File: config.mk
export PLATFORM = sky130hd
export DESIGN_NAME = ysyx_24090003_lsu
export DESIGN_NICKNAME = d
export VERILOG_FILES = /design/src/rtl/ysyx_24090003_lsu_pkg.sv /design/src/rtl/ysyx_24090003_lsu_align.sv /design/src/rtl/ysyx_24090003_lsu.sv
export SDC_FILE = /design/constraint.sdc
export NUM_CORES = 1
export LEC_CHECK = 0
export ABC_AREA = 0
export ABC_CLOCK_PERIOD_IN_PS = 2300
export BUFFER_PORTS_ARGS = -buffer_cell sky130_fd_sc_hd__buf_2
export CAP_MARGIN = 0
export CORE_UTILIZATION = 35
export DETAILED_ROUTE_END_ITERATION = 6
export SLEW_MARGIN = 20
export SYNTH_ARGS = -nofsm -noshare
export SYNTH_HDL_FRONTEND = slang
export SYNTH_SLANG_ARGS = --single-unit
File: constraint.sdc
create_clock -name i_clk -period 2.3 [get_ports i_clk]
set_input_delay 0 -clock i_clk [delete_from_list [all_inputs] [get_ports i_clk]]
set_output_delay 0 -clock i_clk [all_outputs]
set_load 0.03 [all_outputs]
File: src/rtl/ysyx_24090003_lsu_pkg.sv
// Shared encodings for the load/store unit: access widths, FSM states and
// the alignment rule used both at request acceptance and in lane steering.
package ysyx_24090003_lsu_pkg;

    localparam logic [1:0] MEM_W_BYTE = 2'b00;
    localparam logic [1:0] MEM_W_HALF = 2'b01;
    localparam logic [1:0] MEM_W_WORD = 2'b10;

    typedef enum logic [1:0] {
        LSU_IDLE = 2'd0,
        LSU_REQ  = 2'd1,
        LSU_WAIT = 2'd2,
        LSU_RESP = 2'd3
    } lsu_state_t;

    // Width code 2'b11 falls into the word rule.
    function automatic logic lsu_misaligned(input logic [1:0] width, input logic [1:0] offset);
        logic mis;
        case (width)
            MEM_W_BYTE: mis = 1'b0;
            MEM_W_HALF: mis = offset[0];
            default:    mis = (offset != 2'b00);
        endcase
        return mis;
    endfunction

endpackage

File: src/rtl/ysyx_24090003_lsu_align.sv
// Combinational lane logic: store data replication and write strobes,
// misalign detection, and load shift with sign/zero extension.
module ysyx_24090003_lsu_align
    import ysyx_24090003_lsu_pkg::*;
(
    input  logic [1:0]  i_width,
    input  logic [1:0]  i_offset,
    input  logic        i_unsigned,
    input  logic [31:0] i_wdata,
    input  logic [31:0] i_rdata,
    output logic [31:0] o_wdata,
    output logic [3:0]  o_wmask,
    output logic        o_misalign,
    output logic [31:0] o_ldata
);

    logic [31:0] w_shift;
    logic        w_sign;

    always_comb begin
        o_wdata    = i_wdata;
        o_wmask    = 4'b1111;
        o_misalign = lsu_misaligned(i_width, i_offset);
        case (i_width)
            MEM_W_BYTE: begin
                o_wdata = {4{i_wdata[7:0]}};
                o_wmask = 4'b0001 << i_offset;
            end
            MEM_W_HALF: begin
                o_wdata = {2{i_wdata[15:0]}};
                o_wmask = 4'b0011 << {i_offset[1], 1'b0};
            end
            default: begin
                o_wdata = i_wdata;
                o_wmask = 4'b1111;
            end
        endcase
    end

    // The bus returns the whole word; move the addressed lane down to bit 0.
    always_comb begin
        w_shift = i_rdata >> {i_offset, 3'b000};
        w_sign  = 1'b0;
        o_ldata = w_shift;
        case (i_width)
            MEM_W_BYTE: begin
                w_sign  = ~i_unsigned & w_shift[7];
                o_ldata = {{24{w_sign}}, w_shift[7:0]};
            end
            MEM_W_HALF: begin
                w_sign  = ~i_unsigned & w_shift[15];
                o_ldata = {{16{w_sign}}, w_shift[15:0]};
            end
            default: begin
                o_ldata = w_shift;
            end
        endcase
    end

endmodule

File: src/rtl/ysyx_24090003_lsu.sv
// Load/store unit between EXU and WBU: one request in flight, word-addressed
// req/gnt/rvalid bus, all outputs decoded from registered state.
module ysyx_24090003_lsu
    import ysyx_24090003_lsu_pkg::*;
(
    input  logic        i_clk,
    input  logic        i_rst_n,
    input  logic        i_valid,
    output logic        o_ready,
    input  logic        i_mem_en,
    input  logic        i_mem_we,
    input  logic [1:0]  i_mem_width,
    input  logic        i_mem_unsigned,
    input  logic [31:0] i_addr,
    input  logic [31:0] i_wdata,
    output logic        o_valid,
    input  logic        i_ready,
    output logic [31:0] o_rdata,
    output logic        o_misalign,
    output logic        o_bus_err,
    output logic        o_bus_req,
    input  logic        i_bus_gnt,
    output logic        o_bus_we,
    output logic [31:0] o_bus_addr,
    output logic [31:0] o_bus_wdata,
    output logic [3:0]  o_bus_wmask,
    input  logic        i_bus_rvalid,
    input  logic [31:0] i_bus_rdata,
    input  logic        i_bus_err
);

    lsu_state_t  r_state;
    lsu_state_t  w_state_next;

    logic        r_en;
    logic        r_we;
    logic [1:0]  r_width;
    logic        r_unsigned;
    logic [31:0] r_addr;
    logic [31:0] r_wdata;
    logic [31:0] r_rdata;
    logic        r_err;

    logic        w_accept;
    logic        w_capture;
    logic [31:0] w_lane_wdata;
    logic [3:0]  w_lane_wmask;
    logic        w_misalign;
    logic [31:0] w_ldata;

    ysyx_24090003_lsu_align u_align (
        .i_width    (r_width),
        .i_offset   (r_addr[1:0]),
        .i_unsigned (r_unsigned),
        .i_wdata    (r_wdata),
        .i_rdata    (r_rdata),
        .o_wdata    (w_lane_wdata),
        .o_wmask    (w_lane_wmask),
        .o_misalign (w_misalign),
        .o_ldata    (w_ldata)
    );

    always_ff @(posedge i_clk) begin
        if (!i_rst_n) begin
            r_state <= LSU_IDLE;
        end else begin
            r_state <= w_state_next;
        end
    end

    always_comb begin
        w_state_next = r_state;
        w_accept     = 1'b0;
        w_capture    = 1'b0;
        o_ready      = 1'b0;
        o_valid      = 1'b0;
        o_bus_req    = 1'b0;
        case (r_state)
            LSU_IDLE: begin
                o_ready = 1'b1;
                if (i_valid) begin
                    w_accept = 1'b1;
                    // Bubbles and misaligned accesses never touch the bus.
                    if (!i_mem_en || lsu_misaligned(i_mem_width, i_addr[1:0])) begin
                        w_state_next = LSU_RESP;
                    end else begin
                        w_state_next = LSU_REQ;
                    end
                end
            end
            LSU_REQ: begin
                o_bus_req = 1'b1;
                if (i_bus_gnt) begin
                    if (i_bus_rvalid) begin
                        w_capture    = 1'b1;
                        w_state_next = LSU_RESP;
                    end else begin
                        w_state_next = LSU_WAIT;
                    end
                end
            end
            LSU_WAIT: begin
                if (i_bus_rvalid) begin
                    w_capture    = 1'b1;
                    w_state_next = LSU_RESP;
                end
            end
            LSU_RESP: begin
                o_valid = 1'b1;
                if (i_ready) begin
                    w_state_next = LSU_IDLE;
                end
            end
            default: begin
                w_state_next = LSU_IDLE;
            end
        endcase
    end

    always_ff @(posedge i_clk) begin
        if (!i_rst_n) begin
            r_en       <= 1'b0;
            r_we       <= 1'b0;
            r_width    <= MEM_W_BYTE;
            r_unsigned <= 1'b0;
            r_addr     <= 32'h0;
            r_wdata    <= 32'h0;
            r_rdata    <= 32'h0;
            r_err      <= 1'b0;
        end else if (w_accept) begin
            r_en       <= i_mem_en;
            r_we       <= i_mem_we;
            r_width    <= i_mem_width;
            r_unsigned <= i_mem_unsigned;
            r_addr     <= i_addr;
            r_wdata    <= i_wdata;
            r_rdata    <= 32'h0;
            r_err      <= 1'b0;
        end else if (w_capture) begin
            r_rdata    <= i_bus_rdata;
            r_err      <= i_bus_err;
        end
    end

    // Bus and result fields are gated by state so they read zero when idle.
    always_comb begin
        o_bus_we    = (r_state == LSU_REQ) & r_we;
        o_bus_addr  = (r_state == LSU_REQ) ? {r_addr[31:2], 2'b00} : 32'h0;
        o_bus_wdata = (r_state == LSU_REQ) ? w_lane_wdata : 32'h0;
        o_bus_wmask = (r_state == LSU_REQ && r_we) ? w_lane_wmask : 4'b0000;
        o_misalign  = (r_state == LSU_RESP) & r_en & w_misalign;
        o_bus_err   = (r_state == LSU_RESP) & r_err;
        o_rdata     = (r_state == LSU_RESP && r_en && !r_we && !r_err && !w_misalign)
                      ? w_ldata : 32'h0;
    end

endmodule
# After elaboration in Yosys (flattened, before gate mapping)
# Index checks and enable logic that the tools add are counted.
# totals
word_cells,72
out_inout_bits,106
reg_bits,104
inputBits,108
# classes
shift,3
n_reduce_logical,17
eq_ne,9
bitwise,8
n_mux,26
# op_table
cell,count
32-bit case mux with 2 select lines,2
32-bit two-way mux,3
32-bit by 5-bit right shift with 32-bit output,1
1-bit two-way mux,10
2-bit two-way mux,5
2-bit != test (second input constant),4
2-bit case mux with 4 select lines,1
4-bit case mux with 2 select lines,1
1-bit AND,6
2-bit by 1-bit == test with 1-bit output (second input constant),3
2-bit zero test,3
1-bit case mux with 2 select lines,3
1-bit logical AND,5
2-bit == test (second input constant),2
1-bit zero test,4
4-bit two-way mux,1
4-bit AND reduction,1
2-bit nonzero test,2
1-bit by 2-bit left shift with 4-bit output (first input constant),1
2-bit by 2-bit left shift with 4-bit output (first input constant),1
1-bit NOT,2
2-bit OR reduction,1
1-bit logical OR,1

# Longest topological paths before layout
# depth
ltp_word,8
mapped_depth,8
depth_no_buf,6

# By module
# Synthesis repeated with hierarchy kept, for this count alone.
# unflattened
hier_cells,764
area_unflattened_um2,5759.3
# by_module_without_submodules
mod,area_each_um2,seq_area_each_um2,cells_each,instances
ysyx_24090003_lsu,4506.8,2082.0,587,1
ysyx_24090003_lsu_align,1252.5,0.0,177,1

# Least setup slack after synthesis
# No wires, ideal clock.
# synth_timing
path_type,flip-flop to output port
start,register r_state[1]
end,output o_rdata[10]
path_buffers,1
setup_slack_ns,0.198
path_stages_with_launch,7
arrival_ns,2.102
t_required_ns,2.300
cell_sequence,dfxtp_1 -> ha_1 -> nand4bb_1 -> clkbuf_1 -> o21bai_2 -> o21bai_2 -> a21oi_1
# synth_via
elab_chain_cells,6
# synth_lines
item,line_no,text
from (decl),ysyx_24090003_lsu.sv:32,lsu_state_t r_state;
from (signal assigned),ysyx_24090003_lsu.sv:67,r_state <= w_state_next;
2-bit == test,ysyx_24090003_lsu.sv:153,o_rdata = (r_state == LSU_RESP && r_en && !r_we && !r_err && !w_misalign)
1-bit logical AND (4 in a row),ysyx_24090003_lsu.sv:153,
32-bit two-way mux,ysyx_24090003_lsu.sv:154,? w_ldata : 32'h0;
to (decl),ysyx_24090003_lsu.sv:18,"output logic [31:0] o_rdata,"
# Every way passes these cells.

# Worst setup path in the final report
# layout_timing
start,register r_addr[1]
end,output o_rdata[31]
# layout_via
elab_chain_cells,5
elab_cells_between_ends,9
cone_classes,1 x shift; 3 x mux; 2 x bitwise; 3 x reduce/logical
# layout_lines
item,line_no,text
from (decl),ysyx_24090003_lsu.sv:39,logic [31:0] r_addr;
from (signal assigned),ysyx_24090003_lsu.sv:135,r_addr <= i_addr;
branches (longest 4 deep; another with 32-bit by 5-bit right shift with 32-bit output),--,
32-bit two-way mux (*),ysyx_24090003_lsu.sv:154,
# Mark *: on every way between the ends.

==> flow_summary.yaml <==
pwr:
  finalPower_mw: 6.03
  pwr-share-seq_pct: 37.8
  peakVddDrop_v: 0.000562
  clockPowerShare_pct: 26.1
  combPwrFrac_pct: 36.1
  power_leakage_nw: 3.43
  power_density_nw_per_um2: 755
  power_switching_mw: 2.29
  p_sw_share_pct: 37.9
  intPower_mw: 3.74
yosys:
  synth_top_family_by_area: "simple AND/OR/NAND/NOR gates"
  synth_top_cell_area_share_pct: 38.6
  muxShareOfSynthArea_pct: 5.06
  synth_area_sq_um: 5390
  synth_edf_count: 0
  synth_simple_gate_area_share_pct: 26.7
  synth.avg_cell_area_sq_um: 7.42
  synth_top_area_cell: "dfxtp_1"
  synth.area.top_cells: "dfxtp_1 (39%), nand2_1 (17%), a21boi_0 (9.6%), a21oi_1 (7.3%), and2_1 (4.6%)"
  ys.flop_type: "dfxtp_1"
  yosys_register_bits: 104
  netlist_instances: 726
  synth_fa_ha_area_share_pct: 1.16
  yosysWarnings: 0
  synth_xor_area_share_pct: 0
  synth.distinct_cells: 39
  synthArstFlopShare_pct: 0
  synth_compound_area_share_pct: 22.8
  yosysSeqAreaShare_pct: 38.6
layout:
  final_cell_area_sq_um: 7990
  postLayoutCoreUtil_pct: 54.2
  drive_above_1_share_pct: 26.3
  multiInputGateArea_sq_um: 3030
  antenna_cells: 0
  finalNetCount: 1133
  fillers: 1444
  fin_cells: 1209
  seq_area_sq_um: 2080
  syn2layout_area_growth_pct: 48.3
flow_run:
  cap_violations: 0
detailed_routing:
  route.detailed.drc: 0
  ant_nets: 0
  top_layer: "met5"
  wl_met2_mm: 8.30
  num_vias: 5880
  m1WireLength_mm: 7.98
  routed_wl_mm: 17.8
  wl_per_cell_microns: 14.7
  met3WireLength_mm: 1.11
  dr.pass1.iters: 4
  dr.first_iter.drc_count: 327
  via_per_inst: 4.86
worst_setup_path:
  max_stage_delay_ps: 540
  cp.buffers_inverters: 1
  worstPathArrival_ps: 2150
  worst_ep_required_time_ps: 2300
  startpoint_type: "register"
  worst-path-max-fanout: 16
  crit_path_top_delay_cell: "a22oi_4"
  crit_path_end_kind: "output pin"
  cpLargestDelayFamily: "compound AO/OA/AOI/OAI gates"
  path_cells: "mux2i_1 -> nor3b_2 -> a22oi_4 -> a21oi_1 -> buf_2"
  criticalPathCategory: "register to output pin"
sta:
  fmax_ghz: 0.465
  fin_crit_sh_pct: 93.6
  max_slew_margin_pct: 58.0
  final_max_slew_viol_count: 0
  fin_hold_ws_ps: 78.1
  hold_violations: 0
  setup-violations-final: 0
  fin_crit_ps: 2150
  setup_ws_ps: 148
  fin_skew_ps: 6.16
  rsz0062_at_grt: "false"
  worstMarginPinSlew_ps: 630
  setup_tns_ps: 0
clock_network:
  clk_pin_slew_ps: 70
  clkLatencyLatePin_ps: 360
  cts_tree: "done"
  cts_root_buf: "clkbuf_16"
  cts_made_buffers: 9
  post-cts-setup-buffer-count: 0
  cts_buffer_depth: 2
  clkSinkCount: 104
  h-tree-depth: 3
floorplanning:
  die_area_sq_um: 15900
  die-height_microns: 126
  std_cell_rows: 44
  io_pins: 214
  die-width_microns: 126
  core_area_sq_um: 14800
  initial_core_util_pct: 36.5
global_route:
  grt_overflow: 0
  grt_pass1_vias: 5550
  track_usage_pct: 22.2
  antenna_found_initial: 2
  grt_max_degree: 62
  grt_pass1_wl_mm: 27.9
placed_design:
  place_area_sq_um: 6560
  io_buffers: 211
  dp.cells: 1083
  post-place-ws_ps: 452
  hpwl_mm: 11.8
  gp_congestion: 0.795
status:
  status: "completed"
worst_hold_path:
  hp-class: "input pin to register"
## final timing paths
check / start / endpoint / slack (ps) / cells past startpoint
setup / recovery: r_addr[1]$_SDFFE_PN0P_ / o_rdata[31] / 150 / 5
hold / removal: i_bus_rvalid / r_state[0]$_SDFFE_PN0P_ / 80 / 4
setup reg to reg: r_state[0]$_SDFFE_PN0P_ / r_addr[1]$_SDFFE_PN0P_ / 200 / 7
hold reg to reg: r_rdata[0]$_SDFFE_PP0P_ / r_rdata[0]$_SDFFE_PP0P_ / 460 / 2
## synth_stat cells (2+ instances only)
library cell  instances
nand2_1             240
dfxtp_1             104
a21oi_1              79
a21boi_0             69
clkbuf_1             41
and2_1               40
nor2_1               36
mux2i_1              25
a211oi_1             14
buf_2                11
a21oi_2              10
nor2b_1               8
nand2b_1              6
ha_1                  5
buf_4                 4
inv_1                 4
o21ai_0               3
buf_1                 2
nor3_1                2
o21bai_1              2
o21bai_2              2
or2_2                 2
## cells by family (layout without fill, tap and decap cells)
family | count (synthesis) | after routing
AOI/OAI and AO/OA | 186 | 186
adders and majority gates | 5 | 5
buffers and inverters | 65 | 363
DFF | 104 | 104
muxes | 26 | 26
other | 1 | 2
and+or+nand+nor | 339 | 339
## power groups by stage
stage	combinational, mW	sequential [mW]	clock (mW)
floorplan	1.45	2.24	0
global placement	2.00	2.31	0
detailed placement	2.00	2.32	0
CTS	2.16	2.28	1.62
global route	2.41	2.32	1.70
finish	2.18	2.28	1.57
## flip-flops by register name (all words and copies together) (netlist names)
signal / cells
r_rdata: 32
r_en: 1
r_wdata: 32
r_width: 2
r_state: 2
r_err: 1
r_we: 1
r_unsigned: 1
r_addr: 32
## cells in the final DEF (no fill, tap or decap), drive strengths merged, types with 2 or more instances in the layout
cell,instances
nand2,240
buf,232
dlygate4sd3,110
dfxtp,104
a21oi,89
a21boi,69
and2,40
nor2,36
mux2i,25
a211oi,14
clkbuf,11
nor2b,8
nand2b,6
ha,5
inv,5
o21bai,4
o21ai,3
nor3,3
clkinv,3
or2,2
conb,2
## final cells by class
class | count | area share [%]
well taps | 184 | 2.88
clock inverters | 5 | 0.705
repair buffers | 342 | 29.2
multi-input cells | 558 | 37.9
clock buffers | 11 | 3.04
flip-flops and latches | 104 | 26.1
inverters | 5 | 0.235
## what timing repair did
| action | in CTS | in global routing |
|---|---|---|
| resized for setup | 0 | 7 |
| hold buffers | 110 | 0 |
| setup endpoints to repair | 0 | 11 |
| endpoints found under the hold margin | 104 | 0 |
## metal layers
layer,track usage [%],up-vias
li1,-,2964
met1,27.7,2702
met2,36.4,180
met3,6.20,32
met4,8.22,2
met5,0,-
## worst min-delay path: stages
cell     delay (ps)
buf_2           110
a211o_1         120
o21ai_0          60
a21oi_1         100
Power figures use the tool's default switching activity.
